==> src/rtl/turn_ram_controller_pkg.sv <==
// Shared definitions for the spy-code turn controller: state codes, player
// region bases and region depth.
package game_pkg;

  localparam int HALF_DEPTH = 16;
  localparam int P1_BASE    = 0;
  localparam int P2_BASE    = 16;

  typedef enum logic [2:0] {
    ST_IDLE   = 3'd0,
    ST_P1     = 3'd1,
    ST_P2     = 3'd2,
    ST_CMP    = 3'd3,
    ST_RESULT = 3'd4
  } state_t;

  // Compare sub-phases: one length check, then three cycles per word index.
  typedef enum logic [1:0] {
    PH_CHK = 2'd0,
    PH_C0  = 2'd1,
    PH_C1  = 2'd2,
    PH_C2  = 2'd3
  } cmp_phase_t;

endpackage

==> src/rtl/region_counter.sv <==
// Per-player word counter: saturating length, full flag and the next free
// RAM address (region base + length).
module region_counter
  import game_pkg::*;
#(
  parameter int ADDR_W = 5,
  parameter int DEPTH  = HALF_DEPTH,
  parameter int BASE   = 0
) (
  input  logic              clock,
  input  logic              reset,
  input  logic              i_clear,
  input  logic              i_inc,
  output logic [ADDR_W-1:0] o_len,
  output logic              o_full,
  output logic [ADDR_W-1:0] o_addr
);

  logic [ADDR_W-1:0] r_len;

  always_ff @(posedge clock) begin
    if (reset || i_clear) begin
      r_len <= '0;
    end else if (i_inc && !o_full) begin
      r_len <= r_len + ADDR_W'(1);
    end
  end

  assign o_len  = r_len;
  assign o_full = (r_len == ADDR_W'(DEPTH));
  assign o_addr = ADDR_W'(BASE) + r_len;

endmodule

==> src/rtl/turn_ram_controller.sv <==
// Spy-code round sequencer and single-port code RAM arbiter.
// Optional turn timeout is built only when TIMEOUT_EN is defined.
module turn_ram_controller #(
  parameter int DATA_W     = 20,
  parameter int ADDR_W     = 5,
  parameter int HALF_DEPTH = 16,
  parameter int TURN_TICKS = 30
) (
  input  logic              clock,
  input  logic              reset,
  input  logic              start,
  input  logic              tick,
  input  logic              p1_wr_req,
  input  logic [DATA_W-1:0] p1_wr_data,
  input  logic              p1_done,
  input  logic              p2_wr_req,
  input  logic [DATA_W-1:0] p2_wr_data,
  input  logic              p2_done,
  output logic              wr_ack,
  output logic              full,
  input  logic              vga_rd_req,
  input  logic [ADDR_W-1:0] vga_rd_addr,
  output logic              vga_rd_ack,
  output logic              vga_rd_valid,
  output logic [DATA_W-1:0] vga_rd_data,
  output logic [ADDR_W-1:0] ram_addr,
  output logic [DATA_W-1:0] ram_wdata,
  output logic              ram_wren,
  input  logic [DATA_W-1:0] ram_rdata,
  output logic [2:0]        state,
  output logic [ADDR_W-1:0] p1_len,
  output logic [ADDR_W-1:0] p2_len,
  output logic              result_valid,
  output logic              match
);
  import game_pkg::*;

  localparam logic [ADDR_W-1:0] P1_ADDR = ADDR_W'(P1_BASE);
  localparam logic [ADDR_W-1:0] P2_ADDR = ADDR_W'(P2_BASE);
  localparam logic [ADDR_W-1:0] ONE     = ADDR_W'(1);

  state_t            r_state, w_nextState;
  cmp_phase_t        r_phase, w_nextPhase;
  logic [ADDR_W-1:0] r_cmpIdx, w_nextIdx;
  logic [DATA_W-1:0] r_p1Word;
  logic              r_match, w_nextMatch;
  logic              r_vgaValid;
  logic              w_clearLens, w_timeout, w_p1Done, w_p2Done;
  logic              w_p1Write, w_p2Write, w_p1Full, w_p2Full, w_vgaGrant;
  logic [ADDR_W-1:0] w_p1Len, w_p2Len, w_p1Addr, w_p2Addr;

  region_counter #(.ADDR_W(ADDR_W), .DEPTH(HALF_DEPTH), .BASE(P1_BASE)) u_p1Region (
    .clock(clock), .reset(reset), .i_clear(w_clearLens), .i_inc(w_p1Write),
    .o_len(w_p1Len), .o_full(w_p1Full), .o_addr(w_p1Addr)
  );

  region_counter #(.ADDR_W(ADDR_W), .DEPTH(HALF_DEPTH), .BASE(P2_BASE)) u_p2Region (
    .clock(clock), .reset(reset), .i_clear(w_clearLens), .i_inc(w_p2Write),
    .o_len(w_p2Len), .o_full(w_p2Full), .o_addr(w_p2Addr)
  );

`ifdef TIMEOUT_EN
  localparam int TW = $clog2(TURN_TICKS + 1);
  logic [TW-1:0] r_tickCount;

  // Any state change restarts the count, so each turn starts from zero.
  always_ff @(posedge clock) begin
    if (reset || (r_state != w_nextState)) begin
      r_tickCount <= '0;
    end else if (tick && (r_tickCount != TW'(TURN_TICKS))) begin
      r_tickCount <= r_tickCount + TW'(1);
    end
  end

  assign w_timeout = (r_tickCount == TW'(TURN_TICKS));
`else
  logic w_unusedTick;
  assign w_unusedTick = tick;
  assign w_timeout    = 1'b0;
`endif

  assign w_p1Write = (r_state == ST_P1) && p1_wr_req && !w_p1Full;
  assign w_p2Write = (r_state == ST_P2) && p2_wr_req && !w_p2Full;
  assign w_p1Done  = p1_done || w_timeout;
  assign w_p2Done  = p2_done || w_timeout;

  always_comb begin
    w_nextState = r_state;
    w_nextPhase = r_phase;
    w_nextIdx   = r_cmpIdx;
    w_nextMatch = r_match;
    w_clearLens = 1'b0;
    case (r_state)
      ST_IDLE, ST_RESULT: begin
        if (start) begin
          w_nextState = ST_P1;
          w_nextMatch = 1'b0;
          w_clearLens = 1'b1;
        end
      end
      ST_P1: begin
        if (w_p1Done) begin
          if ((w_p1Len != '0) || w_p1Write) w_nextState = ST_P2;
          else if (w_timeout)               w_nextState = ST_IDLE;
        end
      end
      ST_P2: begin
        if (w_p2Done) begin
          w_nextState = ST_CMP;
          w_nextPhase = PH_CHK;
          w_nextIdx   = '0;
        end
      end
      ST_CMP: begin
        case (r_phase)
          PH_CHK: begin
            if (w_p1Len != w_p2Len) begin
              w_nextState = ST_RESULT;
              w_nextMatch = 1'b0;
            end else if (w_p1Len == '0) begin
              w_nextState = ST_RESULT;
              w_nextMatch = 1'b1;
            end else begin
              w_nextPhase = PH_C0;
            end
          end
          PH_C0: w_nextPhase = PH_C1;
          PH_C1: w_nextPhase = PH_C2;
          PH_C2: begin
            if (r_p1Word != ram_rdata) begin
              w_nextState = ST_RESULT;
              w_nextMatch = 1'b0;
            end else if (r_cmpIdx == (w_p1Len - ONE)) begin
              w_nextState = ST_RESULT;
              w_nextMatch = 1'b1;
            end else begin
              w_nextIdx   = r_cmpIdx + ONE;
              w_nextPhase = PH_C0;
            end
          end
          default: w_nextPhase = PH_CHK;
        endcase
      end
      default: w_nextState = ST_IDLE;
    endcase
  end

  // RAM port owner: player write, then compare engine, then VGA read-back.
  always_comb begin
    ram_addr   = '0;
    ram_wdata  = '0;
    ram_wren   = 1'b0;
    wr_ack     = 1'b0;
    w_vgaGrant = 1'b0;
    if (!reset) begin
      if (w_p1Write) begin
        ram_addr  = w_p1Addr;
        ram_wdata = p1_wr_data;
        ram_wren  = 1'b1;
        wr_ack    = 1'b1;
      end else if (w_p2Write) begin
        ram_addr  = w_p2Addr;
        ram_wdata = p2_wr_data;
        ram_wren  = 1'b1;
        wr_ack    = 1'b1;
      end else if (r_state == ST_CMP) begin
        if (r_phase == PH_C0)      ram_addr = P1_ADDR + r_cmpIdx;
        else if (r_phase == PH_C1) ram_addr = P2_ADDR + r_cmpIdx;
      end else if (vga_rd_req) begin
        w_vgaGrant = 1'b1;
        ram_addr   = vga_rd_addr;
      end
    end
  end

  always_ff @(posedge clock) begin
    if (reset) begin
      r_state    <= ST_IDLE;
      r_phase    <= PH_CHK;
      r_cmpIdx   <= '0;
      r_p1Word   <= '0;
      r_match    <= 1'b0;
      r_vgaValid <= 1'b0;
    end else begin
      r_state    <= w_nextState;
      r_phase    <= w_nextPhase;
      r_cmpIdx   <= w_nextIdx;
      r_match    <= w_nextMatch;
      r_vgaValid <= w_vgaGrant;
      if ((r_state == ST_CMP) && (r_phase == PH_C1)) r_p1Word <= ram_rdata;
    end
  end

  assign full = (r_state == ST_P1) ? w_p1Full :
                (r_state == ST_P2) ? w_p2Full : 1'b0;

  assign vga_rd_ack   = w_vgaGrant;
  assign vga_rd_valid = r_vgaValid;
  assign vga_rd_data  = r_vgaValid ? ram_rdata : '0;
  assign state        = r_state;
  assign p1_len       = w_p1Len;
  assign p2_len       = w_p2Len;
  assign result_valid = (r_state == ST_RESULT);
  assign match        = r_match;

endmodule

==> config.mk <==
export PLATFORM = sky130hd
export DESIGN_NAME = turn_ram_controller
export DESIGN_NICKNAME = d
export VERILOG_FILES = /design/src/rtl/turn_ram_controller_pkg.sv /design/src/rtl/region_counter.sv /design/src/rtl/turn_ram_controller.sv
export SDC_FILE = /design/constraint.sdc
export NUM_CORES = 1
export LEC_CHECK = 0
export ABC_AREA = 1
export BUFFER_PORTS_ARGS = -buffer_cell sky130_fd_sc_hd__buf_2
export CAP_MARGIN = 20
export CORE_MARGIN = 2
export CORE_UTILIZATION = 44
export DETAILED_ROUTE_END_ITERATION = 6
export PLACE_DENSITY = 0.84
export REMOVE_ABC_BUFFERS = 1
export SYNTH_ARGS = -nofsm -noshare
export SYNTH_HDL_FRONTEND = slang
export SYNTH_HIERARCHICAL = 1
export SYNTH_SLANG_ARGS = --single-unit
==> constraint.sdc <==
create_clock -name clock -period 1.9 [get_ports clock]
set_clock_uncertainty 0.15 [all_clocks]
set_input_delay 0.285 -clock clock [delete_from_list [all_inputs] [get_ports clock]]
set_output_delay 0.285 -clock clock [all_outputs]
set_load 0.01 [all_outputs]
Word level (Yosys, flattened, before mapping) --
Index checks and enable logic that the tools add are counted.
Word-level totals: flip-flop bits (word level) 42, latch bits 0, RAM bits 0, bits in read-only memories 0, input port bits 74, logic and storage cells 114, memories 0
Cells by class: add/sub/neg operators 6, $mul 0, div/mod/pow operators 0, order comparisons 0, equality and inequality tests 26, shift-type cells 0, muxes and demuxes 52, bitwise operators 0, reductions and logical operators 22
Operator list (count):
- 20-bit two-way mux | 4
- 5-bit two-way mux | 11
- 3-bit two-way mux | 8
- 20-bit inequality test | 1
- 1-bit two-way mux | 17
- 5-bit by 1-bit adder with 5-bit output (second input constant) | 3
- 3-bit inequality test (second input constant) | 4
- 3-bit one-hot mux with 4 select lines | 1
- 5-bit adder (first input constant) | 2
- 5-bit equality test (second input constant) | 2
- 2-bit two-way mux | 5
- 2-bit inequality test (second input constant) | 5
- 5-bit one-hot mux with 2 select lines | 1
- 5-bit AND reduction | 2
- 4-bit inequality test (second input constant) | 2
- 2-bit one-hot mux with 4 select lines | 1
- 1-bit logical AND | 7
- 7-bit AND reduction | 1
- 3-bit by 2-bit equality test with 1-bit output (second input constant) | 2
- 3-bit one-hot mux with 2 select lines | 1
- 6-bit AND reduction | 1
- 5-bit equality test | 1
- 5-bit zero test | 1
- 5-bit inequality test | 1
- 16 further kinds | 22

Logic depth before layout (Yosys ltp) --
depth after elaboration 7, gate-level depth with buffers 15, gate-level depth less buffers 14

Cells and area by module --
Netlist, hierarchy kept.
By module, submodules not included:
- turn_ram_controller | times used 1, cells an instance 463, area an instance 2692.6 µm²
- region_counter at u_p2Region | times used 1, cells an instance 45, area an instance 315.3 µm²
- region_counter at u_p1Region | times used 1, cells an instance 46, area an instance 302.8 µm²

Least setup slack after synthesis --
Ideal clock, no wire load.
path kind register -> output, start reg u_p1Region.r_len[0], in the netlist u_p1Region/o_len[0], end out ram_addr[4], arrival time 1.726 ns, setup slack -0.261 ns, cell stages (with the launch flop) 12, cell sequence dfxtp_1 > inv_1 > ha_1 > nand2_1 > inv_1 > nand2_1 > inv_1 > nor2_1 > nand2_1 > inv_2 > nor2_2 > a311oi_1
Between the ends: cells in the longest elaborated chain, start to end 5
RTL lines:
- start, declared | RTL line region_counter.sv:19 | logic [ADDR_W-1:0] r_len;
- start signal, assigned | RTL line region_counter.sv:25 | r_len <= r_len + ADDR_W'(1);
- 5-bit equality test | RTL line region_counter.sv:30 | assign o_full = (r_len == ADDR_W'(DEPTH));
- named net w_p1Full | RTL line turn_ram_controller.sv:49 | logic w_p1Write, w_p2Write, w_p1Full, w_p2Full, w_vgaGrant;
- 1-bit zero test | RTL line turn_ram_controller.sv:82 | assign w_p1Write = (r_state == ST_P1) && p1_wr_req && !w_p1Full;
- 1-bit logical AND | RTL line turn_ram_controller.sv:82
- 5-bit two-way mux | RTL line turn_ram_controller.sv:156 | if (w_p1Write) begin
- 5-bit two-way mux | RTL line turn_ram_controller.sv:155 | if (!reset) begin
- end, declared | RTL line turn_ram_controller.sv:26 | output logic [ADDR_W-1:0] ram_addr,
The timed path passes the listed nets, and every way through them passes these cells.

Final worst setup path --
start reg u_p1Region.r_len[1], in the netlist u_p1Region/o_len[1], end out ram_addr[0]
Same word-level chain as after synthesis.

==> results by group <==
Global routing
  • Initial antenna violation count: 0
  • First-pass GRT wire length: 17200 um
  • Vias in the first global route: 3993
  • Global Route Usage Sum: 0.249
  • Overflow left after global routing: 0
  • Largest net degree at the start of global routing: 31

Setup path
  • Reg-to-reg critical path startpoint: u_p1Region/o_len[0]$_SDFFE_PP0P_
  • Data required time of the worst path: 1460 ps
  • Path depth of the worst reg2reg path: 12
  • Type of element launching the critical path: flip-flop
  • Launch point of the critical path: u_p1Region/o_len[1]$_SDFFE_PP0P_
  • Critical register-to-register path endpoint: r_cmpIdx[3]$_SDFFE_PP0P_
  • Largest delay share family, worst path: buffers and inverters
  • Ordered cell list for the critical path: inv_2, ha_4, nand2_2, inv_2, nand2_2, inv_2, nor2_4, nand2_2, inv_4, nor2_4, buf_12, a311oi_2, buf_2
  • Maximum single-stage delay on the critical path: 340 ps
  • Endpoint type of the worst setup path: output pin
  • CP arrival: 2000 ps
  • Slack of the worst reg-to-reg path: -350 ps
  • Highest fanout seen on the critical path: 5
  • Cell with the largest stage delay on the worst path: dfxtp_2
  • Crit Path Class: flip-flop to output pin
  • Number of buffers and inverters on the critical path: 6

Floorplanning
  • Row Count: 31
  • Starting density of the core: 0.456
  • Die footprint: 8230 um2
  • Core region area: 7250 um2
  • I/O pin count: 139
  • Width of the die: 90.7 um
  • Overall die height: 90.7 um

Detailed routing
  • Vias/cell: 5.30
  • DRT Pass-1 Iters: 5
  • Number of routed nets with antenna violations: 0
  • Detail-routed net length per standard cell: 14.7 um
  • WL final: 12300 um
  • Remaining design rule violation count: 0
  • Starting DRC count in detailed routing: 327
  • Count of vias placed by the detailed router: 4421

Clocking
  • Clock latency of the later-clocked register in the worst-skew pair: 310 ps
  • Number of H-tree levels: 2
  • Total of hold buffers inserted after clock tree synthesis: 0
  • Number of buffers added by the clock tree synthesis step: 5
  • Clock-pin slew on the worst setup and hold paths: 90 ps
  • CTS tree: yes
  • Clk sink count: 42
  • Cell at the root of the clock tree: clkbuf_8
  • Longest Clk Path Bufs: 2

Synth
  • Seq cells post-synth: 42
  • Sequential-to-total area share from yosys stat: 0.254
  • Gate count after technology mapping: 554
  • Post-synthesis area per instance: 5.98 um2
  • Count of synthesis-stage warnings from yosys: 6
  • Distinct cell type count of the synthesized netlist: 34
  • Post-Synthesis Cell Area: 3310 um2

Power
  • Power density over the cells: 799 nW/um2
  • VDD IR max: 0.479 mV
  • Post-layout power: 4.08 mW
  • Leakage: 2.67 nW

Placed design
  • Worst-case setup slack after placement: -279 ps
  • Total of buffers placed on input and output ports: 137
  • Detailed placer's ending HPWL: 7750 um
  • Final weighted congestion in routability-driven placement: 0.928

STA
  • Relative slew slack: 0.777
  • Final setup slack of the worst path: -532 ps
  • Hold violation total from the final report: 0
  • Time the final worst path needs with I/O delays and setup: 2430 ps
  • Ratio of final minimum period to clock period: 1.28
  • Count of endpoints failing setup in the final report: 43
  • Upper clock frequency limit: 411 MHz
  • Final Max Slew Viols: 0
  • Unrepaired setup endpoints after global routing: true
  • Slew at the pin with the worst max-slew slack: 331 ps
  • Post-Route Hold Slack: 127 ps
  • Post-route setup TNS: -16230 ps

Worst hold path
  • Startpoint of the most critical hold path: ram_rdata[11]
  • Worst hold endpoint: r_p1Word[11]$_SDFFE_PP0P_
  • Hold Path Cell Cnt: 3
  • Hold Crit Class: primary input to flip-flop

Flow run
  • Max_cap viols: 0

Finish
  • Fill cell total of the finished layout: 580
  • Core occupancy in the finished layout: 0.704
  • Net count reported at finish: 818
  • Fraction of final layout cells with drive strength greater than 1: 0.420
  • Relative area change from synthesis to final layout: 54.2%
  • Ant diodes: 0

Outcome
  • Result of the run: finished with violations
  • Failing checks: negative setup slack
==> cells by family after synthesis <==
logic type	after synthesis	synth area share
adders and majority gates	10	0.0378
xor gates and xnor gates	20	0.0529
DFF	42	0.254
buffers and inverters	113	0.146
AOI/OAI and AO/OA	87	0.142
and+or+nand+nor	282	0.368
==> per-layer routing <==
| layer | share of wire | up-vias | track usage |
|---|---|---|---|
| met5 | 0 | - | 0 |
| met4 | 0.050 | 0 | 0.127 |
| met3 | 0.075 | 60 | 0.0434 |
| met2 | 0.50 | 248 | 0.439 |
| met1 | 0.38 | 2014 | 0.287 |
| li1 | - | 2099 | - |
==> layout by cell type, fill, tap and decap left out, types with 6 or more instances in the layout <==
master   synthesis  final
buf_4           12     51
inv_1           80     71
nand2_2          3     11
xnor2_1         14     14
nand4_1          6      6
a21oi_2          0     21
buf_12           0      7
xor2_1           6      6
nand2_1        165    140
ha_1            10      7
a21oi_1         54     32
buf_2            4    134
o21ai_1          3      6
o21ai_0         20     14
nand2_4          0     17
dfxtp_1         42     37
nand3_1         30     30
nor2_1          55     52
inv_2            5     12
==> synth_stat cells, drive strengths merged <==
cell type | number | area, um2
a31oi | 1 | 6.26
nor4 | 1 | 6.26
a311oi | 2 | 17.5
o21ai | 23 | 115
nand3 | 35 | 200
buf | 17 | 121
xor2 | 6 | 52.6
a22o | 1 | 8.76
dfxtp | 42 | 841
a21oi | 54 | 270
ha | 10 | 125
xnor2 | 14 | 123
a32oi | 2 | 17.5
clkbuf | 11 | 41.3
a211oi | 3 | 27.5
nor3 | 7 | 45.0
and3 | 1 | 7.51
inv | 85 | 319
nand4 | 6 | 37.5
nand3b | 2 | 15.0
o22ai | 1 | 6.26
nand2 | 169 | 658
nor2 | 61 | 249
==> where the power goes <==
part	internal (mW)	switching (mW)
clock network	0.393	0.338
registers	0.959	0.0659
logic	1.02	1.31
==> sequential cells by signal, indices dropped and copies added, names as in the netlist <==
signal,flops
match,1
r_cmpIdx,5
r_p1Word,20
r_phase,2
state,3
u_p1Region/o_len,5
u_p2Region/o_len,5
vga_rd_valid,1
==> worst max path at each step <==
stage / to / cells past startpoint
finish: ram_addr[0] / 13
global route: ram_wdata[7] / 14
CTS: ram_wdata[18] / 14
detailed placement: ram_wdata[5] / 13
global placement: ram_wdata[5] / 13
floorplan: ram_addr[4] / 11
==> timing repair <==
action,CTS,global route
cloned,0,3
buffers inserted,7,4
resized for setup,49,76
endpoints found under the setup margin,46,54
pin swaps,21,23
==> through the flow <==
| stage | instances | cell area [um2] |
|---|---|---|
| floorplan | 526 | 3150 |
| detailed placement | 815 | 4410 |
| global route | 834 | 5110 |
| CTS | 828 | 4710 |
| global placement | 815 | 4410 |
| finish | 834 | 5110 |
==> worst reg2reg max path: stages (launching register included) <==
cell and delay [ps]:
dfxtp_2 340, buf_4 180, inv_1 100, ha_2 350, xor2_1 150, nand3_1 90, nor2_1 130, nand3_2 160
nand2_2 150, nand2_4 80, nand3_2 120, nand2_1 60, a21oi_1 140
==> area by class of cell <==
type	count	area [um2]	share of cell area
Sequential cell	42	847	0.166
Clock buffer	6	72.6	0.0142
Timing Repair Buffer	201	1340	0.262
Tap cell	99	124	0.0243
Inverter	85	327	0.0640
Clock inverter	2	37.5	0.00735
Multi-Input combinational cell	399	2360	0.462
Power figures use the tool's default switching activity.
